==> config.mk <==
export PLATFORM = sky130hd
export DESIGN_NAME = hazard_forward_unit
export DESIGN_NICKNAME = d
export VERILOG_FILES = /design/src/rtl/hazard_forward_unit_pkg.sv /design/src/rtl/fwd_select.sv /design/src/rtl/hazard_forward_unit.sv
export SDC_FILE = /design/constraint.sdc
export NUM_CORES = 1
export LEC_CHECK = 0
export ABC_AREA = 0
export BUFFER_PORTS_ARGS = -buffer_cell sky130_fd_sc_hd__buf_4
export CORE_UTILIZATION = 38
export CTS_CLUSTER_SIZE = 12
export DETAILED_ROUTE_END_ITERATION = 8
export GPL_TIMING_DRIVEN = 0
export PLACE_DENSITY_LB_ADDON = 0.1
export SETUP_SLACK_MARGIN = 0.1
export SLEW_MARGIN = 5
export SYNTH_ARGS = -nofsm -noshare
export SYNTH_HDL_FRONTEND = slang
export SYNTH_SLANG_ARGS = --single-unit
==> constraint.sdc <==
create_clock -name clk_i -period 6.9 [get_ports clk_i]
set_clock_uncertainty 0.1 [all_clocks]
set_input_delay 0.69 -clock clk_i [delete_from_list [all_inputs] [get_ports clk_i]]
set_output_delay 0.69 -clock clk_i [all_outputs]
set_load 0.02 [all_outputs]
==> src/rtl/hazard_forward_unit_pkg.sv <==
// rtl/hazard_forward_unit_pkg.sv - shared CPU definitions: register address width and operand forwarding codes
package hazard_forward_unit_pkg;

  localparam int REG_ADDR_W = 5;

  localparam logic [1:0] FWD_RF  = 2'b00;
  localparam logic [1:0] FWD_WB  = 2'b01;
  localparam logic [1:0] FWD_MEM = 2'b10;

endpackage

==> src/rtl/fwd_select.sv <==
// rtl/fwd_select.sv - per-operand forwarding priority: EX/MEM result beats MEM/WB result beats register file
module fwd_select
  import hazard_forward_unit_pkg::*;
#(
  parameter int AW = REG_ADDR_W
) (
  input  logic          idex_valid_i,
  input  logic [AW-1:0] src_i,
  input  logic          exmem_valid_i,
  input  logic          exmem_regwrite_i,
  input  logic [AW-1:0] exmem_dst_i,
  input  logic          memwb_valid_i,
  input  logic          memwb_regwrite_i,
  input  logic [AW-1:0] memwb_dst_i,
  output logic [1:0]    sel_o
);

  logic exmem_hit;
  logic memwb_hit;

  // $0 is hardwired, so a write to it never produces a forwardable value
  assign exmem_hit = exmem_valid_i && exmem_regwrite_i && (exmem_dst_i == src_i) && (src_i != '0);
  assign memwb_hit = memwb_valid_i && memwb_regwrite_i && (memwb_dst_i == src_i) && (src_i != '0);

  always_comb begin
    sel_o = FWD_RF;
    if (idex_valid_i) begin
      if (exmem_hit) begin
        sel_o = FWD_MEM;
      end else if (memwb_hit) begin
        sel_o = FWD_WB;
      end
    end
  end

endmodule

==> src/rtl/hazard_forward_unit.sv <==
// rtl/hazard_forward_unit.sv - shadow pipeline tracking ID/EX, EX/MEM, MEM/WB to drive forwarding selects and load-use stalls
module hazard_forward_unit
  import hazard_forward_unit_pkg::*;
#(
  parameter int REG_ADDR_W = hazard_forward_unit_pkg::REG_ADDR_W,
  parameter int CNT_W      = 16
) (
  input  logic                  clk_i,
  input  logic                  rst_i,
  input  logic                  id_valid_i,
  input  logic [REG_ADDR_W-1:0] id_rs_i,
  input  logic [REG_ADDR_W-1:0] id_rt_i,
  input  logic [REG_ADDR_W-1:0] id_dst_i,
  input  logic                  id_regwrite_i,
  input  logic                  id_memread_i,
  input  logic                  flush_i,
  output logic [1:0]            fwd_a_o,
  output logic [1:0]            fwd_b_o,
  output logic                  stall_o,
  output logic [CNT_W-1:0]      stall_cnt_o
);

  logic                  idex_valid_q, idex_valid_d;
  logic [REG_ADDR_W-1:0] idex_rs_q, idex_rs_d;
  logic [REG_ADDR_W-1:0] idex_rt_q, idex_rt_d;
  logic [REG_ADDR_W-1:0] idex_dst_q, idex_dst_d;
  logic                  idex_regwrite_q, idex_regwrite_d;
  logic                  idex_memread_q, idex_memread_d;

  logic                  exmem_valid_q, exmem_valid_d;
  logic [REG_ADDR_W-1:0] exmem_dst_q, exmem_dst_d;
  logic                  exmem_regwrite_q, exmem_regwrite_d;

  logic                  memwb_valid_q, memwb_valid_d;
  logic [REG_ADDR_W-1:0] memwb_dst_q, memwb_dst_d;
  logic                  memwb_regwrite_q, memwb_regwrite_d;

  logic [CNT_W-1:0]      stall_cnt_q, stall_cnt_d;

  logic                  stall;
  logic                  idex_load;

  // Load in EX whose result the instruction in ID needs; a flush squashes ID so no stall is due
  always_comb begin
    stall = 1'b0;
    if (idex_valid_q && idex_memread_q && idex_regwrite_q && (idex_dst_q != '0) &&
        id_valid_i && !flush_i &&
        ((idex_dst_q == id_rs_i) || (idex_dst_q == id_rt_i))) begin
      stall = 1'b1;
    end
  end

  always_comb begin
    idex_load        = id_valid_i && !stall && !flush_i;
    idex_valid_d     = idex_load;
    idex_rs_d        = idex_rs_q;
    idex_rt_d        = idex_rt_q;
    idex_dst_d       = idex_dst_q;
    idex_regwrite_d  = idex_regwrite_q;
    idex_memread_d   = idex_memread_q;
    if (idex_load) begin
      idex_rs_d       = id_rs_i;
      idex_rt_d       = id_rt_i;
      idex_dst_d      = id_dst_i;
      idex_regwrite_d = id_regwrite_i;
      idex_memread_d  = id_memread_i;
    end

    exmem_valid_d    = idex_valid_q;
    exmem_dst_d      = idex_dst_q;
    exmem_regwrite_d = idex_regwrite_q;

    memwb_valid_d    = exmem_valid_q;
    memwb_dst_d      = exmem_dst_q;
    memwb_regwrite_d = exmem_regwrite_q;

    stall_cnt_d = stall_cnt_q;
    if (stall && (stall_cnt_q != '1)) begin
      stall_cnt_d = stall_cnt_q + CNT_W'(1);
    end
  end

  always_ff @(posedge clk_i or negedge rst_i) begin
    if (!rst_i) begin
      idex_valid_q  <= 1'b0;
      exmem_valid_q <= 1'b0;
      memwb_valid_q <= 1'b0;
      stall_cnt_q   <= '0;
    end else begin
      idex_valid_q  <= idex_valid_d;
      exmem_valid_q <= exmem_valid_d;
      memwb_valid_q <= memwb_valid_d;
      stall_cnt_q   <= stall_cnt_d;
    end
  end

  // Payload fields are qualified by the valid bits and carry no reset
  always_ff @(posedge clk_i) begin
    idex_rs_q        <= idex_rs_d;
    idex_rt_q        <= idex_rt_d;
    idex_dst_q       <= idex_dst_d;
    idex_regwrite_q  <= idex_regwrite_d;
    idex_memread_q   <= idex_memread_d;
    exmem_dst_q      <= exmem_dst_d;
    exmem_regwrite_q <= exmem_regwrite_d;
    memwb_dst_q      <= memwb_dst_d;
    memwb_regwrite_q <= memwb_regwrite_d;
  end

  fwd_select #(.AW(REG_ADDR_W)) u_fwd_rs (
    .idex_valid_i     (idex_valid_q),
    .src_i            (idex_rs_q),
    .exmem_valid_i    (exmem_valid_q),
    .exmem_regwrite_i (exmem_regwrite_q),
    .exmem_dst_i      (exmem_dst_q),
    .memwb_valid_i    (memwb_valid_q),
    .memwb_regwrite_i (memwb_regwrite_q),
    .memwb_dst_i      (memwb_dst_q),
    .sel_o            (fwd_a_o)
  );

  fwd_select #(.AW(REG_ADDR_W)) u_fwd_rt (
    .idex_valid_i     (idex_valid_q),
    .src_i            (idex_rt_q),
    .exmem_valid_i    (exmem_valid_q),
    .exmem_regwrite_i (exmem_regwrite_q),
    .exmem_dst_i      (exmem_dst_q),
    .memwb_valid_i    (memwb_valid_q),
    .memwb_regwrite_i (memwb_regwrite_q),
    .memwb_dst_i      (memwb_dst_q),
    .sel_o            (fwd_b_o)
  );

  assign stall_o     = stall;
  assign stall_cnt_o = stall_cnt_q;

endmodule

# Word level (Yosys, flattened, before mapping)
# Index checks and enable logic that the tools add are counted.
[op_classes]
multipliers = 0
n_lt_le_gt_ge = 0
eq_ne = 7
n_bitwise = 0
div_mod_pow = 0
addsub = 1
reduce_logical = 25
muxes = 7
n_shift = 0
[ops]
columns = ["cell", "count"]
rows = [
  ["$eq A5 B5 Y1", 6],
  ["$logic_and A1 B1 Y1", 19],
  ["$add A16 B1 Y16 const B", 1],
  ["$ne A16 B16 Y1 const B", 1],
  ["$reduce_bool A5 Y1", 3],
  ["$mux W2", 4],
  ["$mux W1", 3],
  ["$logic_not A1 Y1", 2],
  ["$logic_or A1 B1 Y1", 1],
]
[totals]
elab_cells = 53
ramBits = 0
mem_count = 0
latch_bits = 0
register_bits = 48
in_bits = 21
rom_bits = 0

# Longest topological paths before layout
[depth]
ltp_word = 10
mapped_depth = 7

# Hierarchy
# A second synthesis with hierarchy kept.
[unflattened]
cells_unflattened = 165
area_unflattened_um2 = 2145.8
[by_module_without_submodules]
columns = ["mod", "instances", "cells_per_inst", "area_per_inst_um2"]
rows = [
  ["hazard_forward_unit", 1, 127, 1820.5],
  ["fwd_select", 2, 19, 162.7],
]

# Least setup slack after synthesis
# No wires, ideal clock.
[synth_path]
path_kind = "in2reg"
startpoint = "input id_rs_i[2]"
endpoint = "register idex_dst_q[0] (netlist: exmem_dst_d[0]) (enable)"
t_arrival_ns = 2.314
setup_time_ns = 0.390
cell_stages = 6
path_buffers = 1
slack_ns = 4.096
required_ns = 6.410
path_cell_list = "xor2_1 -> nor3_2 -> a22oi_2 -> buf_6 -> nor2_2 -> nor3b_2"
[synth_via]
elab_chain_len = 7
[synth_lines]
columns = ["item", "line_no", "source"]
rows = [
  ["start: declaration", "hazard_forward_unit.sv:11", "input logic [REG_ADDR_W-1:0] id_rs_i,"],
  ["$eq A5 B5 Y1", "hazard_forward_unit.sv:48", "((idex_dst_q == id_rs_i) || (idex_dst_q == id_rt_i))) begin"],
  ["$logic_or A1 B1 Y1", "hazard_forward_unit.sv:48", ""],
  ["$logic_and A1 B1 Y1", "hazard_forward_unit.sv:47", "id_valid_i && !flush_i &&"],
  ["$mux W1", "hazard_forward_unit.sv:46", "if (idex_valid_q && idex_memread_q && idex_regwrite_q && (idex_dst_q != '0) &&"],
  ["via stall_o", "hazard_forward_unit.sv:19", "output logic stall_o,"],
  ["$logic_not A1 Y1", "hazard_forward_unit.sv:54", "idex_load = id_valid_i && !stall && !flush_i;"],
  ["$logic_and A1 B1 Y1 (2 in a row)", "hazard_forward_unit.sv:54", ""],
  ["via idex_load", "hazard_forward_unit.sv:41", "logic idex_load;"],
  ["end signal: assignment", "hazard_forward_unit.sv:101", "idex_dst_q <= idex_dst_d;"],
  ["end: declaration", "hazard_forward_unit.sv:26", "logic [REG_ADDR_W-1:0] idex_dst_q, idex_dst_d;"],
]
# The timed path passes the listed nets, and every way through them passes these cells.
# A chain may end at the register's enable or synchronous reset.

# Worst setup path in the final report
[layout_path]
startpoint = "register idex_dst_q[1] (netlist: exmem_dst_d[1])"
endpoint = "output stall_o"
[layout_via]
elab_chain_len = 6
[layout_lines]
columns = ["item", "line_no"]
rows = [
  ["$reduce_bool A5 Y1", "hazard_forward_unit.sv:46"],
  ["$logic_and A1 B1 Y1 (2 in a row)", "hazard_forward_unit.sv:46"],
  ["$logic_and A1 B1 Y1", "hazard_forward_unit.sv:47"],
  ["$logic_and A1 B1 Y1 (*)", "hazard_forward_unit.sv:47"],
  ["$mux W1 (*)", "hazard_forward_unit.sv:46"],
  ["end: declaration", "hazard_forward_unit.sv:19"],
]
# Every way passes the cells marked *; elsewhere a longest branch is shown, timed or not.

==> metrics.txt <==
Most used DFF post-synth dfrtp_1; Starting DRT DRC Count 45; chip width 77.9 um; vias in the first global route 1,494; Synth warnings 0; num ports 42; synth cell count leaders xor2_1, xnor2_1, dfrtp_1, edfxtp_1, dfxtp_1; # rows 27; DRC 0; Cell Area, Synth 0.00219 mm2; Max Buffers Root-to-Sink 2; Starting Density 39.5%; Synth area leaders edfxtp_1, dfrtp_1, dfxtp_1; Async SR Flop Fraction 39.6%; Die H 77.9 um; final setup vio count 0; Worst slew margin 43.0%; RSZ-0062 raised after global routing no; Worst Setup Start Kind register; pin count of the biggest net entering global routing 20; I/O Buffers 41; clk sinks 48; critical path class reg -> out; Worst VDD drop 96.6 uV; Worst Path Required 6.11 ns; setup_tns 0 ns; Inserted Clock Buffers 5; CTS Root Buffer Type clkbuf_8; Synth top area share 23.3%; GRT Total Usage 15.4%; status complete, no violations; synthesized net count 187; ANT nets after route 0; register area share after synthesis 56.0%; worst-margin pin slew 0.854 ns; Synth cell types 32; synthesized flop and latch total 48; DIE AREA 0.00607 mm2; hold buffer count at cts 0; crit-path leading delay family simple AND/OR/NAND/NOR gates; Crit Reg-Reg Startpoint exmem_dst_d[1]$_DFFE_PP_; NumNets Final 235; CTS tree done; remaining global-route overflow 0; setup bufs post-CTS 0; first-pass GRT wire length 7170 um; Worst setup EP type primary output; number of synthesized flops with an enable pin 17; Via density 4.85; worst reg2reg path depth 5; Worst path slowest cell or4_4; LEAKAGE 1.09 nW; layout cells sized above 1 34.1%; utilization after layout 48.3%; initial antenna violation count 0; drt wl/cell 14.9 um; PD cells 197 mW/mm2; reg-to-reg slack, setup 4.11 ns; hpwl dp 3250 um; Buf/Inv on CP 2; post_cts resized 0; Hold/Removal Path Class in -> async; crit-path max cell delay 0.58 ns; Hold Vio Cnt, Final 0; Inserted Diodes 0; most numerous cell in the Yosys netlist xor2_1; period utilization 41.2%; CP Cell Sequence or4_4 -> o21ai_4 -> buf_6 -> nor2_2 -> buf_4; post-synthesis area per instance 13.3 um2; CP max FO 10; post-layout minimum cycle time 2.84 ns; worst r2r dst idex_rs_q[0]$_DFFE_PP_; largest area contributor in the netlist edfxtp_1; cells after synthesis 165; area grow syn2layout 22.3%; via count 1,387; drt total wl 4260 um; TritonRoute pass-1 iters 4; Max Fclk 0.352 GHz; Worst-Skew Late Latency 0.29 ns; Slew Limit Fails 0; MaxCap Viol Count 0; core area 0.00554 mm2; critical path data arrival time 2.05 ns; H-tree depth 2; GPL Wtd Cong 0.742; Reg clk slew, reported paths 0.09 ns
## cell type report
type | instances | area (um2)
plain buffers | 3 | 33.8
clock buffers | 6 | 72.6
clock inverters | 2 | 11.3
fillers | 540 | 2860
inverters | 1 | 3.75
multi-input cells | 113 | 932
flip-flops and latches | 48 | 1230
well taps | 72 | 90.1
repair buffers | 41 | 308
## logic make-up (layout without fill, tap and decap cells)
logic type | Yosys count | after routing | synth area share (%)
AO/OA/AOI/OAI | 2 | 2 | 1.31
AND/OR/NAND/NOR | 64 | 64 | 21.7
multiplexers | 3 | 3 | 1.49
flip-flops | 48 | 48 | 56.0
XOR/XNOR | 43 | 43 | 17.2
adder cells (fa/ha/maj) | 1 | 1 | 0.571
buffers and inverters | 4 | 53 | 1.71
## metrics by stage
step	power, mW	cell area, um2	hold WS, ns	instances	setup WS, ns
after global routing	0.550	2680	0.161	286	3.94
after floorplan	0.353	2190	0.249	165	4.10
after CTS	0.537	2670	0.158	286	3.72
after detailed placement	0.375	2590	0.261	278	3.55
after global placement	0.373	2590	0.260	278	3.60
final	0.526	2680	0.163	286	4.06
## cell usage in the layout (no fill, tap or decap), types with 2 or more instances in the layout
| cell type | instances |
|---|---|
| nand3_1 | 9 |
| nor4b_2 | 2 |
| or4_1 | 2 |
| mux2_2 | 2 |
| nor3_2 | 2 |
| nor2_1 | 7 |
| and2_1 | 2 |
| dfxtp_1 | 12 |
| nor4_1 | 4 |
| buf_6 | 3 |
| edfxtp_1 | 17 |
| and3_1 | 2 |
| clkbuf_8 | 5 |
| nand2_1 | 7 |
| nand4_1 | 7 |
| dfrtp_1 | 19 |
| buf_4 | 41 |
| xor2_1 | 23 |
| nor4_2 | 8 |
| nor3_1 | 3 |
| xnor2_1 | 20 |
## metal layers
metal	part of all wire, %	up-vias	global-route usage [%]	routed length, um
li1	-	691	-	-
met1	47	670	20.1	2020
met2	49	24	25.6	2080
met3	3.0	2	3.65	127
met4	0.59	0	3.89	25
met5	0	-	0	0
## state kept, by name, summed over array words and instances (netlist names)
signal and count:
exmem_dst_d 5, exmem_dst_q 5, exmem_regwrite_d 1, exmem_regwrite_q 1, exmem_valid_d 1, exmem_valid_q 1, idex_memread_q 1, idex_rs_q 5
idex_rt_q 5, memwb_dst_q 5, memwb_regwrite_q 1, memwb_valid_q 1, stall_cnt_o 16
## how the worst max path moves through the flow
stage | depth (start not counted) | slack (ns) | startpoint | endpoint
2_1_floorplan | 6 | 4.10 | id_rs_i[2] | exmem_dst_d[0]$_DFFE_PP_
3_3_place_gp | 7 | 3.60 | id_rs_i[3] | exmem_dst_d[1]$_DFFE_PP_
3_5_place_dp | 7 | 3.55 | id_rs_i[0] | exmem_dst_d[3]$_DFFE_PP_
4_1_cts | 5 | 3.72 | exmem_dst_d[1]$_DFFE_PP_ | idex_rs_q[3]$_DFFE_PP_
5_1_grt | 6 | 3.94 | exmem_dst_d[0]$_DFFE_PP_ | idex_rs_q[0]$_DFFE_PP_
6_report | 5 | 4.06 | exmem_dst_d[1]$_DFFE_PP_ | stall_o
## where the power goes
| part | switching [mW] | total [mW] | internal [mW] | leakage (nW) |
|---|---|---|---|---|
| clock | 0.0883 | 0.159 | 0.0704 | 0.0388 |
| combinational | 0.0209 | 0.0454 | 0.0244 | 0.538 |
| sequential | 0.0138 | 0.322 | 0.308 | 0.518 |
| total | 0.123 | 0.526 | 0.403 | 1.09 |
(Power assumes the default switching activity.)
